$ cat config.mk
export PLATFORM = sky130hd
export DESIGN_NAME = apb_master_bridge_flat
export DESIGN_NICKNAME = d
export VERILOG_FILES = /design/src/rtl/apb_master_bridge_pkg.sv /design/src/rtl/apb_master_bridge_if.sv /design/src/rtl/apb_master_bridge.sv /design/src/flat_wrapper.sv
export SDC_FILE = /design/constraint.sdc
export NUM_CORES = 1
export LEC_CHECK = 0
export ABC_AREA = 1
export ABC_CLOCK_PERIOD_IN_PS = 1800
export CELL_PAD_IN_SITES_DETAIL_PLACEMENT = 1
export CELL_PAD_IN_SITES_GLOBAL_PLACEMENT = 1
export CORE_MARGIN = 2
export CORE_UTILIZATION = 32
export CTS_CLUSTER_SIZE = 8
export DETAILED_ROUTE_END_ITERATION = 12
export PLACE_DENSITY = 0.87
export SETUP_SLACK_MARGIN = 0.1
export SLEW_MARGIN = 20
export SYNTH_ARGS = -nofsm -noshare
export SYNTH_HDL_FRONTEND = slang
export SYNTH_SLANG_ARGS = --single-unit
$ cat constraint.sdc
create_clock -name PCLK -period 1.8 [get_ports PCLK]
set_input_delay 0.27 -clock PCLK [delete_from_list [all_inputs] [get_ports PCLK]]
set_output_delay 0.27 -clock PCLK [all_outputs]
set_load 0.01 [all_outputs]
$ cat src/rtl/apb_master_bridge_pkg.sv
// Shared types and default widths for the APB requester bridge.
// Pulled in by the interface, the bridge and its bench.
package apb_master_bridge_pkg;

    localparam int APB_ADDR_W = 8;
    localparam int APB_DATA_W = 8;

    typedef enum logic [1:0] {
        IDLE,
        SETUP,
        ACCESS,
        RESP
    } apb_state_e;

    typedef struct packed {
        logic                  write;
        logic [APB_ADDR_W-1:0] addr;
        logic [APB_DATA_W-1:0] wdata;
    } apb_cmd_t;

    typedef struct packed {
        logic [APB_DATA_W-1:0] rdata;
        logic                  err;
        logic                  timeout;
    } apb_rsp_t;

endpackage

$ cat src/rtl/apb_master_bridge_if.sv
// Host command/response port plus APB3 bus of the bridge.
// master = bridge side, slave = host and APB target side.
interface apb_master_bridge_if
    import apb_master_bridge_pkg::*;
#(
    parameter int ADDR_W = APB_ADDR_W,
    parameter int DATA_W = APB_DATA_W
) ();

    logic              cmd_valid;
    logic              cmd_ready;
    logic              cmd_write;
    logic [ADDR_W-1:0] cmd_addr;
    logic [DATA_W-1:0] cmd_wdata;

    logic              rsp_valid;
    logic              rsp_ready;
    logic [DATA_W-1:0] rsp_rdata;
    logic              rsp_err;
    logic              rsp_timeout;

    logic              PSEL;
    logic              PENABLE;
    logic              PWRITE;
    logic [ADDR_W-1:0] PADDR;
    logic [DATA_W-1:0] PWDATA;
    logic [DATA_W-1:0] PRDATA;
    logic              PREADY;
    logic              PSLVERR;

    modport master (
        input  cmd_valid, cmd_write, cmd_addr, cmd_wdata,
        output cmd_ready,
        output rsp_valid, rsp_rdata, rsp_err, rsp_timeout,
        input  rsp_ready,
        output PSEL, PENABLE, PWRITE, PADDR, PWDATA,
        input  PRDATA, PREADY, PSLVERR
    );

    modport slave (
        output cmd_valid, cmd_write, cmd_addr, cmd_wdata,
        input  cmd_ready,
        input  rsp_valid, rsp_rdata, rsp_err, rsp_timeout,
        output rsp_ready,
        input  PSEL, PENABLE, PWRITE, PADDR, PWDATA,
        output PRDATA, PREADY, PSLVERR
    );

endinterface

$ cat src/rtl/apb_master_bridge.sv
// Single-outstanding APB3 requester: valid/ready command in, one
// SETUP->ACCESS transfer out, response held until the host takes it.
module apb_master_bridge
    import apb_master_bridge_pkg::*;
#(
    parameter int ADDR_W      = APB_ADDR_W,
    parameter int DATA_W      = APB_DATA_W,
    parameter int TIMEOUT_CYC = 16
) (
    input  logic PCLK,
    input  logic PRESETn,
    apb_master_bridge_if.master bus
);

    localparam bit TO_EN = (TIMEOUT_CYC > 0);
    localparam int CNT_W = TO_EN ? $clog2(TIMEOUT_CYC + 1) : 1;
    localparam logic [CNT_W-1:0] CNT_LIM =
        CNT_W'(TO_EN ? TIMEOUT_CYC - 1 : 0);

    apb_state_e        state_q, state_d;
    logic              psel_q, psel_d;
    logic              penable_q, penable_d;
    logic              pwrite_q, pwrite_d;
    logic [ADDR_W-1:0] paddr_q, paddr_d;
    logic [DATA_W-1:0] pwdata_q, pwdata_d;
    logic              cmd_ready_q, cmd_ready_d;
    logic              rsp_valid_q, rsp_valid_d;
    logic [DATA_W-1:0] rsp_rdata_q, rsp_rdata_d;
    logic              rsp_err_q, rsp_err_d;
    logic              rsp_timeout_q, rsp_timeout_d;
    logic [CNT_W-1:0]  wait_cnt_q, wait_cnt_d;

    always_comb begin
        state_d       = state_q;
        psel_d        = psel_q;
        penable_d     = penable_q;
        pwrite_d      = pwrite_q;
        paddr_d       = paddr_q;
        pwdata_d      = pwdata_q;
        rsp_valid_d   = rsp_valid_q;
        rsp_rdata_d   = rsp_rdata_q;
        rsp_err_d     = rsp_err_q;
        rsp_timeout_d = rsp_timeout_q;
        wait_cnt_d    = wait_cnt_q;

        unique case (state_q)
            IDLE: begin
                if (bus.cmd_valid && cmd_ready_q) begin
                    state_d   = SETUP;
                    pwrite_d  = bus.cmd_write;
                    paddr_d   = bus.cmd_addr;
                    pwdata_d  = bus.cmd_write ? bus.cmd_wdata : '0;
                    psel_d    = 1'b1;
                    penable_d = 1'b0;
                end
            end
            SETUP: begin
                state_d    = ACCESS;
                penable_d  = 1'b1;
                wait_cnt_d = '0;
            end
            ACCESS: begin
                // PREADY is checked first so it wins over a same-edge timeout
                if (bus.PREADY) begin
                    state_d       = RESP;
                    rsp_rdata_d   = pwrite_q ? '0 : bus.PRDATA;
                    rsp_err_d     = bus.PSLVERR;
                    rsp_timeout_d = 1'b0;
                    psel_d        = 1'b0;
                    penable_d     = 1'b0;
                    rsp_valid_d   = 1'b1;
                end else if (TO_EN && wait_cnt_q == CNT_LIM) begin
                    state_d       = RESP;
                    rsp_rdata_d   = '0;
                    rsp_err_d     = 1'b1;
                    rsp_timeout_d = 1'b1;
                    psel_d        = 1'b0;
                    penable_d     = 1'b0;
                    rsp_valid_d   = 1'b1;
                end else if (wait_cnt_q != '1) begin
                    wait_cnt_d = wait_cnt_q + CNT_W'(1);
                end
            end
            RESP: begin
                if (bus.rsp_ready) begin
                    state_d     = IDLE;
                    rsp_valid_d = 1'b0;
                end
            end
            default: state_d = IDLE;
        endcase

        cmd_ready_d = (state_d == IDLE);
    end

    always_ff @(posedge PCLK or negedge PRESETn) begin
        if (!PRESETn) begin
            state_q       <= IDLE;
            psel_q        <= 1'b0;
            penable_q     <= 1'b0;
            pwrite_q      <= 1'b0;
            paddr_q       <= '0;
            pwdata_q      <= '0;
            cmd_ready_q   <= 1'b1;
            rsp_valid_q   <= 1'b0;
            rsp_rdata_q   <= '0;
            rsp_err_q     <= 1'b0;
            rsp_timeout_q <= 1'b0;
            wait_cnt_q    <= '0;
        end else begin
            state_q       <= state_d;
            psel_q        <= psel_d;
            penable_q     <= penable_d;
            pwrite_q      <= pwrite_d;
            paddr_q       <= paddr_d;
            pwdata_q      <= pwdata_d;
            cmd_ready_q   <= cmd_ready_d;
            rsp_valid_q   <= rsp_valid_d;
            rsp_rdata_q   <= rsp_rdata_d;
            rsp_err_q     <= rsp_err_d;
            rsp_timeout_q <= rsp_timeout_d;
            wait_cnt_q    <= wait_cnt_d;
        end
    end

    assign bus.PSEL        = psel_q;
    assign bus.PENABLE     = penable_q;
    assign bus.PWRITE      = pwrite_q;
    assign bus.PADDR       = paddr_q;
    assign bus.PWDATA      = pwdata_q;
    assign bus.cmd_ready   = cmd_ready_q;
    assign bus.rsp_valid   = rsp_valid_q;
    assign bus.rsp_rdata   = rsp_rdata_q;
    assign bus.rsp_err     = rsp_err_q;
    assign bus.rsp_timeout = rsp_timeout_q;

endmodule

$ cat src/flat_wrapper.sv
// flat-port wrapper written by rule: the top's interface ports become plain ports
module apb_master_bridge_flat import apb_master_bridge_pkg::*;
#(
    parameter int ADDR_W      = APB_ADDR_W,
    parameter int DATA_W      = APB_DATA_W,
    parameter int TIMEOUT_CYC = 16
)
  (PCLK, PRESETn, bus_cmd_valid, bus_cmd_write, bus_cmd_addr, bus_cmd_wdata, bus_cmd_ready, bus_rsp_valid, bus_rsp_rdata, bus_rsp_err, bus_rsp_timeout, bus_rsp_ready, bus_PSEL, bus_PENABLE, bus_PWRITE, bus_PADDR, bus_PWDATA, bus_PRDATA, bus_PREADY, bus_PSLVERR);
  apb_master_bridge_if #(.ADDR_W(ADDR_W), .DATA_W(DATA_W)) bus_i ();
  input  logic PCLK;
  input  logic PRESETn;
  input wire logic [$bits(bus_i.cmd_valid)-1:0] bus_cmd_valid;
  input wire logic [$bits(bus_i.cmd_write)-1:0] bus_cmd_write;
  input wire logic [$bits(bus_i.cmd_addr)-1:0] bus_cmd_addr;
  input wire logic [$bits(bus_i.cmd_wdata)-1:0] bus_cmd_wdata;
  output wire logic [$bits(bus_i.cmd_ready)-1:0] bus_cmd_ready;
  output wire logic [$bits(bus_i.rsp_valid)-1:0] bus_rsp_valid;
  output wire logic [$bits(bus_i.rsp_rdata)-1:0] bus_rsp_rdata;
  output wire logic [$bits(bus_i.rsp_err)-1:0] bus_rsp_err;
  output wire logic [$bits(bus_i.rsp_timeout)-1:0] bus_rsp_timeout;
  input wire logic [$bits(bus_i.rsp_ready)-1:0] bus_rsp_ready;
  output wire logic [$bits(bus_i.PSEL)-1:0] bus_PSEL;
  output wire logic [$bits(bus_i.PENABLE)-1:0] bus_PENABLE;
  output wire logic [$bits(bus_i.PWRITE)-1:0] bus_PWRITE;
  output wire logic [$bits(bus_i.PADDR)-1:0] bus_PADDR;
  output wire logic [$bits(bus_i.PWDATA)-1:0] bus_PWDATA;
  input wire logic [$bits(bus_i.PRDATA)-1:0] bus_PRDATA;
  input wire logic [$bits(bus_i.PREADY)-1:0] bus_PREADY;
  input wire logic [$bits(bus_i.PSLVERR)-1:0] bus_PSLVERR;
  assign bus_i.cmd_valid = bus_cmd_valid;
  assign bus_i.cmd_write = bus_cmd_write;
  assign bus_i.cmd_addr = bus_cmd_addr;
  assign bus_i.cmd_wdata = bus_cmd_wdata;
  assign bus_cmd_ready = bus_i.cmd_ready;
  assign bus_rsp_valid = bus_i.rsp_valid;
  assign bus_rsp_rdata = bus_i.rsp_rdata;
  assign bus_rsp_err = bus_i.rsp_err;
  assign bus_rsp_timeout = bus_i.rsp_timeout;
  assign bus_i.rsp_ready = bus_rsp_ready;
  assign bus_PSEL = bus_i.PSEL;
  assign bus_PENABLE = bus_i.PENABLE;
  assign bus_PWRITE = bus_i.PWRITE;
  assign bus_PADDR = bus_i.PADDR;
  assign bus_PWDATA = bus_i.PWDATA;
  assign bus_i.PRDATA = bus_PRDATA;
  assign bus_i.PREADY = bus_PREADY;
  assign bus_i.PSLVERR = bus_PSLVERR;
  apb_master_bridge #(.ADDR_W(ADDR_W), .DATA_W(DATA_W), .TIMEOUT_CYC(TIMEOUT_CYC)) u_core (.PCLK(PCLK), .PRESETn(PRESETn), .bus(bus_i));
endmodule
Word level (Yosys, flattened, before mapping). Cells that the tools add are included.

Add/sub/neg operators: 1. Eq/ne operators: 11. Muxes and demuxes: 25. Reduce and logical (&&, ||, !) cells: 14.

Operator list (number): 2-to-1 mux 8 bit (4); 2-to-1 mux 5 bit (3); case mux 5 bit (2 select lines) (1); 2-to-1 mux 1 bit (9); AND reduction 3 bit (3); 2-to-1 mux 2 bit (4); case mux 2 bit (4 select lines) (1); nonzero test 2 bit (4); != test 2 bit (second input constant) (3); adder 5 x 1 -> 5 bit (second input constant) (1); equality test 5 x 4 -> 1 bit (second input constant) (1); != test 5 bit (second input constant) (1); equality test 2 bit (second input constant) (2); zero test 2 bit (2); != test 2 x 1 -> 1 bit (second input constant) (2); case mux 1 bit (2 select lines) (2); AND reduction 2 bit (2); AND reduction 4 bit (1); != test 3 x 2 -> 1 bit (second input constant) (1); case mux 1 bit (3 select lines) (1); nonzero test 3 bit (1); equality test 2 x 1 -> 1 bit (second input constant) (1); logical AND 1 bit (1).

Bits in registers: 38. Bits of input ports: 31. Output and inout bits: 31. Logic and storage cells: 63.

Logic depth before layout (Yosys ltp). Gate-level depths: netlist of run 1.

Depth in word-level cells: 5. Mapped depth: 9. Mapped depth without buffers: 9.

Worst setup path after synthesis of run 1. Ideal clock, no wire load.

Path type: reg-to-reg. From: register u_core.wait_cnt_q[0]. To: register u_core.wait_cnt_q[0]. Data arrival time: 1.365 ns. Slack: 0.307 ns. Cell stages (with the launch flop): 9. Period minus slack after synthesis: 1.493 ns. Cells stage by stage: dfrtp_1 > ha_1 > nand2_1 > nor2_1 > ha_1 > o21ai_2 > nand2_2 > nand2_1 > o21ai_0.

Longest elaborated chain between the ends: 5.

RTL lines: start, declared (RTL line apb_master_bridge.sv:31) `logic [CNT_W-1:0] wait_cnt_q, wait_cnt_d;`; start signal, assigned (RTL line apb_master_bridge.sv:122) `wait_cnt_q <= wait_cnt_d;`; adder 5 x 1 -> 5 bit (RTL line apb_master_bridge.sv:81) `wait_cnt_d = wait_cnt_q + CNT_W'(1);`; 2-to-1 mux 5 bit (RTL line apb_master_bridge.sv:80) `end else if (wait_cnt_q != '1) begin`; 2-to-1 mux 5 bit (RTL line apb_master_bridge.sv:72) `end else if (TO_EN && wait_cnt_q == CNT_LIM) begin`; 2-to-1 mux 5 bit (RTL line apb_master_bridge.sv:64) `if (bus.PREADY) begin`; case mux 5 bit (2 select lines) (RTL line apb_master_bridge.sv:46) `unique case (state_q)`.

Several ways; a longest one is shown, not always the timed one. The select of a mux whose other input is x is not followed. A chain may end at the register's enable or synchronous reset.

Worst setup path in the final report of run 1.
From: register u_core.wait_cnt_q[0]. To: register u_core.cmd_ready_q, in the netlist u_core.bus.cmd_ready.

Longest elaborated chain between the ends: 5.

RTL lines: equality test 5 x 4 -> 1 bit (RTL line apb_master_bridge.sv:72); 2-to-1 mux 2 bit (RTL line apb_master_bridge.sv:72); 2-to-1 mux 2 bit (RTL line apb_master_bridge.sv:64); case mux 2 bit (4 select lines) (RTL line apb_master_bridge.sv:46); via u_core.state_d[0] (RTL line apb_master_bridge.sv:20) `apb_state_e state_q, state_d;`; zero test 2 bit (RTL line apb_master_bridge.sv:93) `cmd_ready_d = (state_d == IDLE);`; via u_core.cmd_ready_d (RTL line apb_master_bridge.sv:26) `logic cmd_ready_q, cmd_ready_d;`; end signal, assigned (RTL line apb_master_bridge.sv:117) `cmd_ready_q <= cmd_ready_d;`; end, declared (RTL line apb_master_bridge.sv:26).

The timed path passes the listed nets, and every way through them passes these cells.

==> impl_summary.md, run 1 <==
Critical path
The worst-path maximum fanout is 4. Among the stages of the critical path, the cell type that occurs most often is sky130_fd_sc_hd__nand2_1. Walking the worst path, the cells encountered are ha_1, nand2_1, nor2_1, ha_2, o21ai_4, nand2_1, nand2_1, nand2_1, nor2_1.

On the critical path, the stage with the largest delay is an instance of sky130_fd_sc_hd__dfrtp_1. The arrival time at the worst endpoint is about 1.9 ns. The worst setup path is captured at a flip-flop. The highest cell delay on the worst timing path is 0.39 ns. The worst path required time is just over 2 ns. The worst setup path category is flip-flop to flip-flop. The critical path launch point type is a flip-flop.

CTS
The clock root buffer master is sky130_fd_sc_hd__clkbuf_8. In this run the number of H-tree levels came out at 2. TritonCTS built the clock tree. The clock-pin transition on the worst setup and hold timing paths is around 0.080 ns. At the later pin of the worst-skew pair, clock insertion delay measures 0.29 ns. The count of hold-fix buffers inserted at cts is 0. Counting every sink on the clock net gives 38. The maximum buffer depth of the clock tree is 2.

The total CTS buffers is 5.

Global routing
The initial antenna violation count came to 0. The global-route total usage across every layer is approximately 16%. The first-pass GRT wire length is 7670 um.

The maximum number of pins on one net before global-route repair is 39. The total congestion overflow after global routing is 0. The via count of the first global-routing pass is ~1.6k.

STA
The setup clock skew after layout is just over 0.005 ns. The worst hold slack is around 0.027 ns. The shortest period the worst path allows is ~1.6 ns. Based on the critical path, the design can be clocked at up to ~610 MHz.

The tightest slew margin relative to the limit is 67.5%. The transition at the pin with the smallest max-transition slack is between 0.4 and 0.5 ns. Dividing the final minimum period by the clock period gives approximately nine tenths. The count of final setup violators is 0. Setup repair after global routing could not meet its margin everywhere.

In the final timing run, aggregate negative setup slack is 0 ns. The max-slew violation count was 0. The hold violation count in the final report is 0.

Final layout
For this run, the share of the core covered by cells in the final layout is 49.3%. The area added between synthesis and finish is 47.1%. The number of antenna diodes in the final layout is 0. Leaving out fill and tap cells, the most frequent cells in the layout are sky130_fd_sc_hd__nand2_1, sky130_fd_sc_hd__clkdlybuf4s50_1, sky130_fd_sc_hd__dfrtp_1. The leading cell type in the layout, fill and taps excluded is sky130_fd_sc_hd__nand2_1. The total number of nets in the final design is roughly 300. After routing the design area is roughly 2500 um2. The non-filler instance count after layout is approximately 330. The fraction of layout cells with a size suffix above 1 is a little over an eighth.

Logic synthesis
After synthesis, the share of flip-flops with an asynchronous set or reset is 100%. The average size of a mapped cell is 8.88 um2. The share of synthesized area in the top cell type comes to a little over half. The parity-gate share of the synthesized area counting xor and xnor cells is 0%.

Ranked by total cell area, the synthesized netlist is headed by sky130_fd_sc_hd__dfrtp_1, sky130_fd_sc_hd__nand2_1, sky130_fd_sc_hd__ha_1. The synthesized instance count is between 150 and 200. The post-synthesis compound-gate area fraction is ~11%. The post-synthesis sequential area ratio is between 50% and 60%. The main combinational cell family by area after synthesis is simple AND/OR/NAND/NOR gates. The share of synthesized cell area in and, or, nand and nor gates is between 20% and 30%.

The count of unique library cells instantiated by Yosys is 22. The warning count from the yosys run is 0. Multiplexer cells account for 0% of the synthesized area. The mapped netlist covers 1730 um2. Counting flops and latches in the post-synthesis netlist gives 38. The number of nets in the synthesized netlist is around 230. Of all cell types, the one taking the most synthesized area is sky130_fd_sc_hd__dfrtp_1.

The most instantiated flip-flop cell in the synthesis netlist is sky130_fd_sc_hd__dfrtp_1. Of the total synthesized cell area, the portion taken by full adders, half adders and majority gates is approximately 5%. Yosys mapped a number of flops with a built-in enable equal to 0.

Place
The wire-length estimate of the detail-placed layout is between 3000 and 4000 um. The number of buffers added on ports is 61. In this run the cell area measured after placement is roughly 2400 um2.

Once placement completed, the tool counted placed cells totaling about 320. The global placer's final weighted congestion is between 0.7 and 0.8.

Die
The standard-cell row count is 26. The height of the die is between 70 and 80 um. Measured along the x axis, the die boundary spans 77.6 um.

The starting utilization of the core area is around a third. 62 I/O pins were placed. The die covers ~6000 um2. The area of the core region is slightly above 5000 um2.

Drt
After detailed routing, the number of remaining DRC violations is 0. The total wirelength of the detailed-routed design is 4680 um. Dividing the detail-routed wire length by the instance count gives between 10 and 15 um. The count of nets left with antenna violations once routing finished came out at 0. The number of vias per cell is roughly 4.7. The first-iteration detailed-routing DRC count is 67. The number of vias in the routed layout is 1564. The detailed-router iteration count before antenna repair is 4.

Power and ir drop
The leakage component of the power is 1.16 nW. Power spread over the standard cell area amounts to ~1500 nW/um2. The worst voltage drop across the vdd grid is 739 uV.

Worst hold path
The worst hold-check path type is input pin to asynchronous set/reset pin.

Flow run
The tool flagged a number of max-cap violations equal to 0.

Status
The run finished with clean final reports.
==> state kept, by name (all words and copies together), names as in the netlist <==
register,count
u_core.bus.PENABLE,1
u_core.bus.PSEL,1
u_core.state_q,2
u_core.bus.rsp_valid,1
u_core.bus.rsp_err,1
u_core.bus.PWRITE,1
u_core.bus.PWDATA,8
u_core.wait_cnt_q,5
u_core.bus.rsp_rdata,8
u_core.bus.cmd_ready,1
u_core.bus.rsp_timeout,1
u_core.bus.PADDR,8
==> metrics by stage <==
step | total power (W) | setup slack (ns)
2_1_floorplan | 0.00223 | 0.307
3_3_place_gp | 0.00298 | 0.214
3_5_place_dp | 0.00307 | 0.106
4_1_cts | 0.00371 | 0.116
5_1_grt | 0.00402 | 0.0317
6_report | 0.00373 | 0.151
==> power breakdown <==
part	total [W]	internal [W]	switching [W]
sequential	0.00137	0.00117	0.000200
combinational	0.00174	0.000845	0.000891
clock	0.000618	0.000308	0.000310
==> area by class of cell <==
| type | instances | area (um2) |
|---|---|---|
| Fill cell | 602 | 2630 |
| Sequential cell | 38 | 952 |
| Inverter | 10 | 41.3 |
| Clock buffer | 6 | 82.6 |
| Multi-Input combinational cell | 141 | 713 |
| Tap cell | 70 | 87.6 |
| Clock inverter | 2 | 12.5 |
| Timing Repair Buffer | 67 | 658 |
==> worst paths after layout <==
path / start / end / slack, ns / depth (start not counted)
min in group PCLK: u_core.bus.PENABLE / u_core.bus.PENABLE / 0.49 / 2
max in group asynchronous: PRESETn / u_core.bus.cmd_ready / 1.41 / 2
worst min register to register: u_core.bus.PENABLE / u_core.bus.PENABLE / 0.49 / 2
worst max register to register: u_core.wait_cnt_q[0] / u_core.bus.cmd_ready / 0.15 / 9
worst max-delay path: u_core.wait_cnt_q[0] / u_core.bus.cmd_ready / 0.15 / 9
worst min-delay path: PRESETn / u_core.bus.rsp_valid / 0.03 / 2
==> synthesized netlist by cell type (all sizes together) (5+ instances only) <==
cell type   n
o21ai      33
nand2      85
inv         9
buf         5
dfrtp      37
nor2        6
nand3       7
ha          7
==> worst max-delay path: cells and delay by family (launching register included) <==
family          cells  cell delay (ns)
flops               1             0.39
fa+ha+maj           2             0.41
compound gates      1             0.25
simple gates        6             0.54
==> cell families (layout without fill, tap and decap cells) <==
family | after synthesis | after routing
AO/OA/AOI/OAI | 33 | 33
flip-flops | 38 | 38
AND/OR/NAND/NOR | 101 | 101
buffers and inverters | 16 | 85
adder cells (fa/ha/maj) | 7 | 7
==> what timing repair did <==
action | in CTS | in global routing
pin swaps | 0 | 1
gates cloned | 0 | 0
resized for setup | 1 | 6
buffers inserted | 0 | 2
endpoints found under the setup margin | 6 | 28
==> metal layers <==
| layer | track usage [%] | part of all wire (%) | vias to the layer above |
|---|---|---|---|
| met5 | 0 | 0 | - |
| met4 | 3.75 | 0.58 | 0 |
| met3 | 3.72 | 4.0 | 4 |
| met2 | 28.1 | 53 | 38 |
| met1 | 19.5 | 43 | 766 |
| li1 | - | - | 756 |
Note: power is estimated with default switching activity, not from simulation.
==> inputs of run 2 (changes only) <==
GPL_TIMING_DRIVEN = 0   (was default)
==> run 2 against run 1 <==
  * Critical path depth down 8
  * Cell area increased by 2.6%
  * Largest cell class unchanged
  * Clock-buffer cell count unchanged
  * First-iteration DRC count fell by 30%
==> impl_summary.md, run 2 (synthesis gave the netlist of run 1 again) <==
Status
The flow ran to the end, and the final reports show no timing, DRC or antenna violations.

Die
The area of the core region is 5170 um2 (unchanged). The starting utilization of the core area came to 33.5% (unchanged). The standard-cell row count was 26 (unchanged).

The width of the die came to 77.6 um (unchanged). The die area is 6020 um2 (unchanged). The height of the die came to 77.6 um (unchanged). The top-level port count is 62 (unchanged).

Critical path
The signal on the critical path passes through clkdlybuf4s50_1. The arrival time at the worst endpoint is 1.41 ns (-0.47 ns). The sum of buffers and inverters on the critical path came to 1 (+1). The worst setup path category is flip-flop to output port.

The type of destination of the critical path is an output port. The worst-path maximum fanout is 3 (-1). The worst path required time is 1.53 ns (-0.50 ns). The highest cell delay on the worst timing path was 0.58 ns (+0.19 ns). The critical path launch point type is a flip-flop. The cell type of the slowest stage on the worst timing path is sky130_fd_sc_hd__dfstp_2.

Broken down by cell family, the worst path's largest delay share belongs to flip-flops.

CTS
The clock root buffer master is sky130_fd_sc_hd__clkbuf_8. The CTS H-tree depth was 2 (unchanged). The total CTS buffers is 5 (unchanged). The clock-pin transition on the worst setup and hold timing paths is 0.08 ns (about the same).

The maximum buffer depth of the clock tree is 2 (unchanged). The number of sinks driven by the clock tree is 38 (unchanged). The clock latency on the worst-skew pair was 0.29 ns (about the same). TritonCTS built the clock tree.

Power and ir drop
The overall power was 0.00375 W (+0.69%). The leakage component of the power came to 1.18 nW (+1.2%). The total power density per cell area came to 1440 nW/um2 (-1.8%). The sequential fraction of design power is 36.8% (about the same).

The switching share of total power came to 37.5% (-0.12 points). The part of the total power dissipated in the clock network came to 16.4% (-0.2 points). The internal power of the cells is 0.00234 W (+0.88%). The logic gate share of total power is 46.7% (about the same). The power dissipated by switching net loads came to 0.00141 W (+0.38%). The worst voltage drop across the vdd grid is 532 uV (-28%).

STA
The setup clock skew after layout came to 0.00558 ns (+0.000490 ns). Setup repair after global routing could not meet its margin everywhere. The max-slew violation count was 0 (unchanged). The hold violation count in the final report is 0 (unchanged). The maximum achievable frequency was 595 MHz (-1.8%). The transition at the pin with the smallest max-transition slack is 0.459 ns (-0.0286 ns). The worst path setup slack after routing is 0.120 ns (-0.0306 ns). The shortest period the worst path allows is 1.68 ns (+0.0306 ns). The final cycle utilization of the critical path is 93.3% (+1.7 points). The count of final setup violators is 0 (unchanged). The tightest slew margin relative to the limit is 69.4% (+1.9 points).

Global routing
The maximum number of pins on one net before global-route repair is 22 (-44%). The initial antenna violation count came to 0 (unchanged). The via count of the first global-routing pass is 1735 (+5.8%). The global-route total usage across every layer is 16.5% (+0.67 points). The total congestion overflow after global routing came to 0 (unchanged). The first-pass GRT wire length was 7970 um (+4.0%).

Final layout
The total number of nets in the final design came to 303 (+0.66%). The filler cell count came to 599 (-0.50%). The antenna diode count was 0 (unchanged).

The fraction of layout cells with a size suffix above 1 is 15.0% (+1.8 points). The final standard cell area without fillers is 2610 um2 (+2.6%). In the layout the commonest cells are sky130_fd_sc_hd__nand2_1, sky130_fd_sc_hd__clkdlybuf4s50_1, sky130_fd_sc_hd__dfrtp_1. The area added between synthesis and finish is 50.9%. The leading cell type in the layout, fill and taps excluded is sky130_fd_sc_hd__nand2_1. The area of the multi-input gates came to 746 um2 (+4.6%). The final design utilization is 50.5% (+1.3 points). The sequential cell area is 952 um2 (unchanged).

Drt
The first-iteration detailed-routing DRC count is 47 (-30%). The number of vias in the routed layout is 1535 (-1.9%). The number of DRC violations after detailed routing was 0 (unchanged). The residual antenna-violating net count after detailed routing is 0 (unchanged). The detailed-router iteration count before antenna repair is 4 (unchanged). The total wirelength of the detailed-routed design is 4510 um (-3.7%).

The average detailed-routed wire length per instance is 13.4 um (-4.2%). The number of vias per cell is 4.57 (-2.4%).

Place
The detailed placer's ending HPWL was 3430 um (+3.0%). The global placer's final weighted congestion is 0.797 (+2.9%). The placement-stage cell area is 2440 um2 (+1.4%).

The minimum setup slack after placement came to 0.104 ns (-0.00198 ns). The number of buffers added on ports came to 60 (-1.6%).

Worst hold path
The tightest min-delay check is of the input pin to flip-flop type.

Flow run
The number of maximum-capacitance violations came to 0 (unchanged).
## run 2: cell types whose count changed in the layout (fill, tap and decap cells not counted), sizes merged
cell / previous run / this run
clkdlybuf4s50: 60 / 59
buf: 7 / 8
dlygate4sd3: 0 / 1
clkbuf: 6 / 7
## run 2: final timing paths
kind | start | end | slack, ns | cells past startpoint
setup / recovery | u_core.bus.cmd_ready | bus_cmd_ready | 0.12 | 1
hold / removal | bus_cmd_write | u_core.bus.PWRITE | 0.36 | 3
setup reg to reg | u_core.wait_cnt_q[0] | u_core.bus.cmd_ready | 0.21 | 9
hold reg to reg | u_core.bus.PWDATA[3] | u_core.bus.PWDATA[3] | 0.48 | 2
max in group asynchronous | PRESETn | u_core.bus.PADDR[7] | 0.86 | 3
min in group asynchronous | PRESETn | u_core.bus.rsp_valid | 0.48 | 2
## run 2: power groups by stage
stage | clock [W] | sequential [W] | combinational (W)
detailed placement | 0 | 0.00139 | 0.00172
floorplan | 0 | 0.00148 | 0.000748
global route | 0.000661 | 0.00143 | 0.00196
CTS | 0.000629 | 0.00138 | 0.00173
global placement | 0 | 0.00138 | 0.00163
finish | 0.000616 | 0.00138 | 0.00175
## run 2: cell type report
| type | instances | share of cell area, % |
|---|---|---|
| sequential | 38 | 36.4 |
| multi-input combinational | 141 | 28.5 |
| timing repair buffer | 63 | 24.5 |
| tap | 70 | 3.35 |
| clock buffer | 6 | 3.16 |
| buffer | 6 | 1.92 |
| inverter | 10 | 1.58 |
| clock inverter | 2 | 0.479 |
## run 2: metrics by stage
| step | hold WS [ns] | instances | setup TNS [ns] |
|---|---|---|---|
| floorplan | -0.0256 | 195 | 0 |
| global placement | 0.461 | 325 | -19.89 |
| detailed placement | 0.254 | 326 | 0 |
| CTS | 0.363 | 335 | 0 |
| global route | 0.402 | 336 | 0 |
| finish | 0.358 | 336 | 0 |
## run 2: metal layers
layer  share of wire (%)  vias to the layer above  track usage, %  routed length, um
met5                   0                        -               0                  0
met4                 1.6                        0            4.64                 73
met3                 4.8                        9            3.95                216
met2                  50                       43            29.0               2270
met1                  43                      725            20.1               1950
li1                    -                      758               -                  -
## run 2: what timing repair did
item | CTS | global route
gates resized for setup | 1 | 12
buffers inserted | 0 | 1
pin swaps | 0 | 8
hold buffers | 1 | 0
setup endpoints to repair | 5 | 29
hold endpoints to repair | 16 | 0
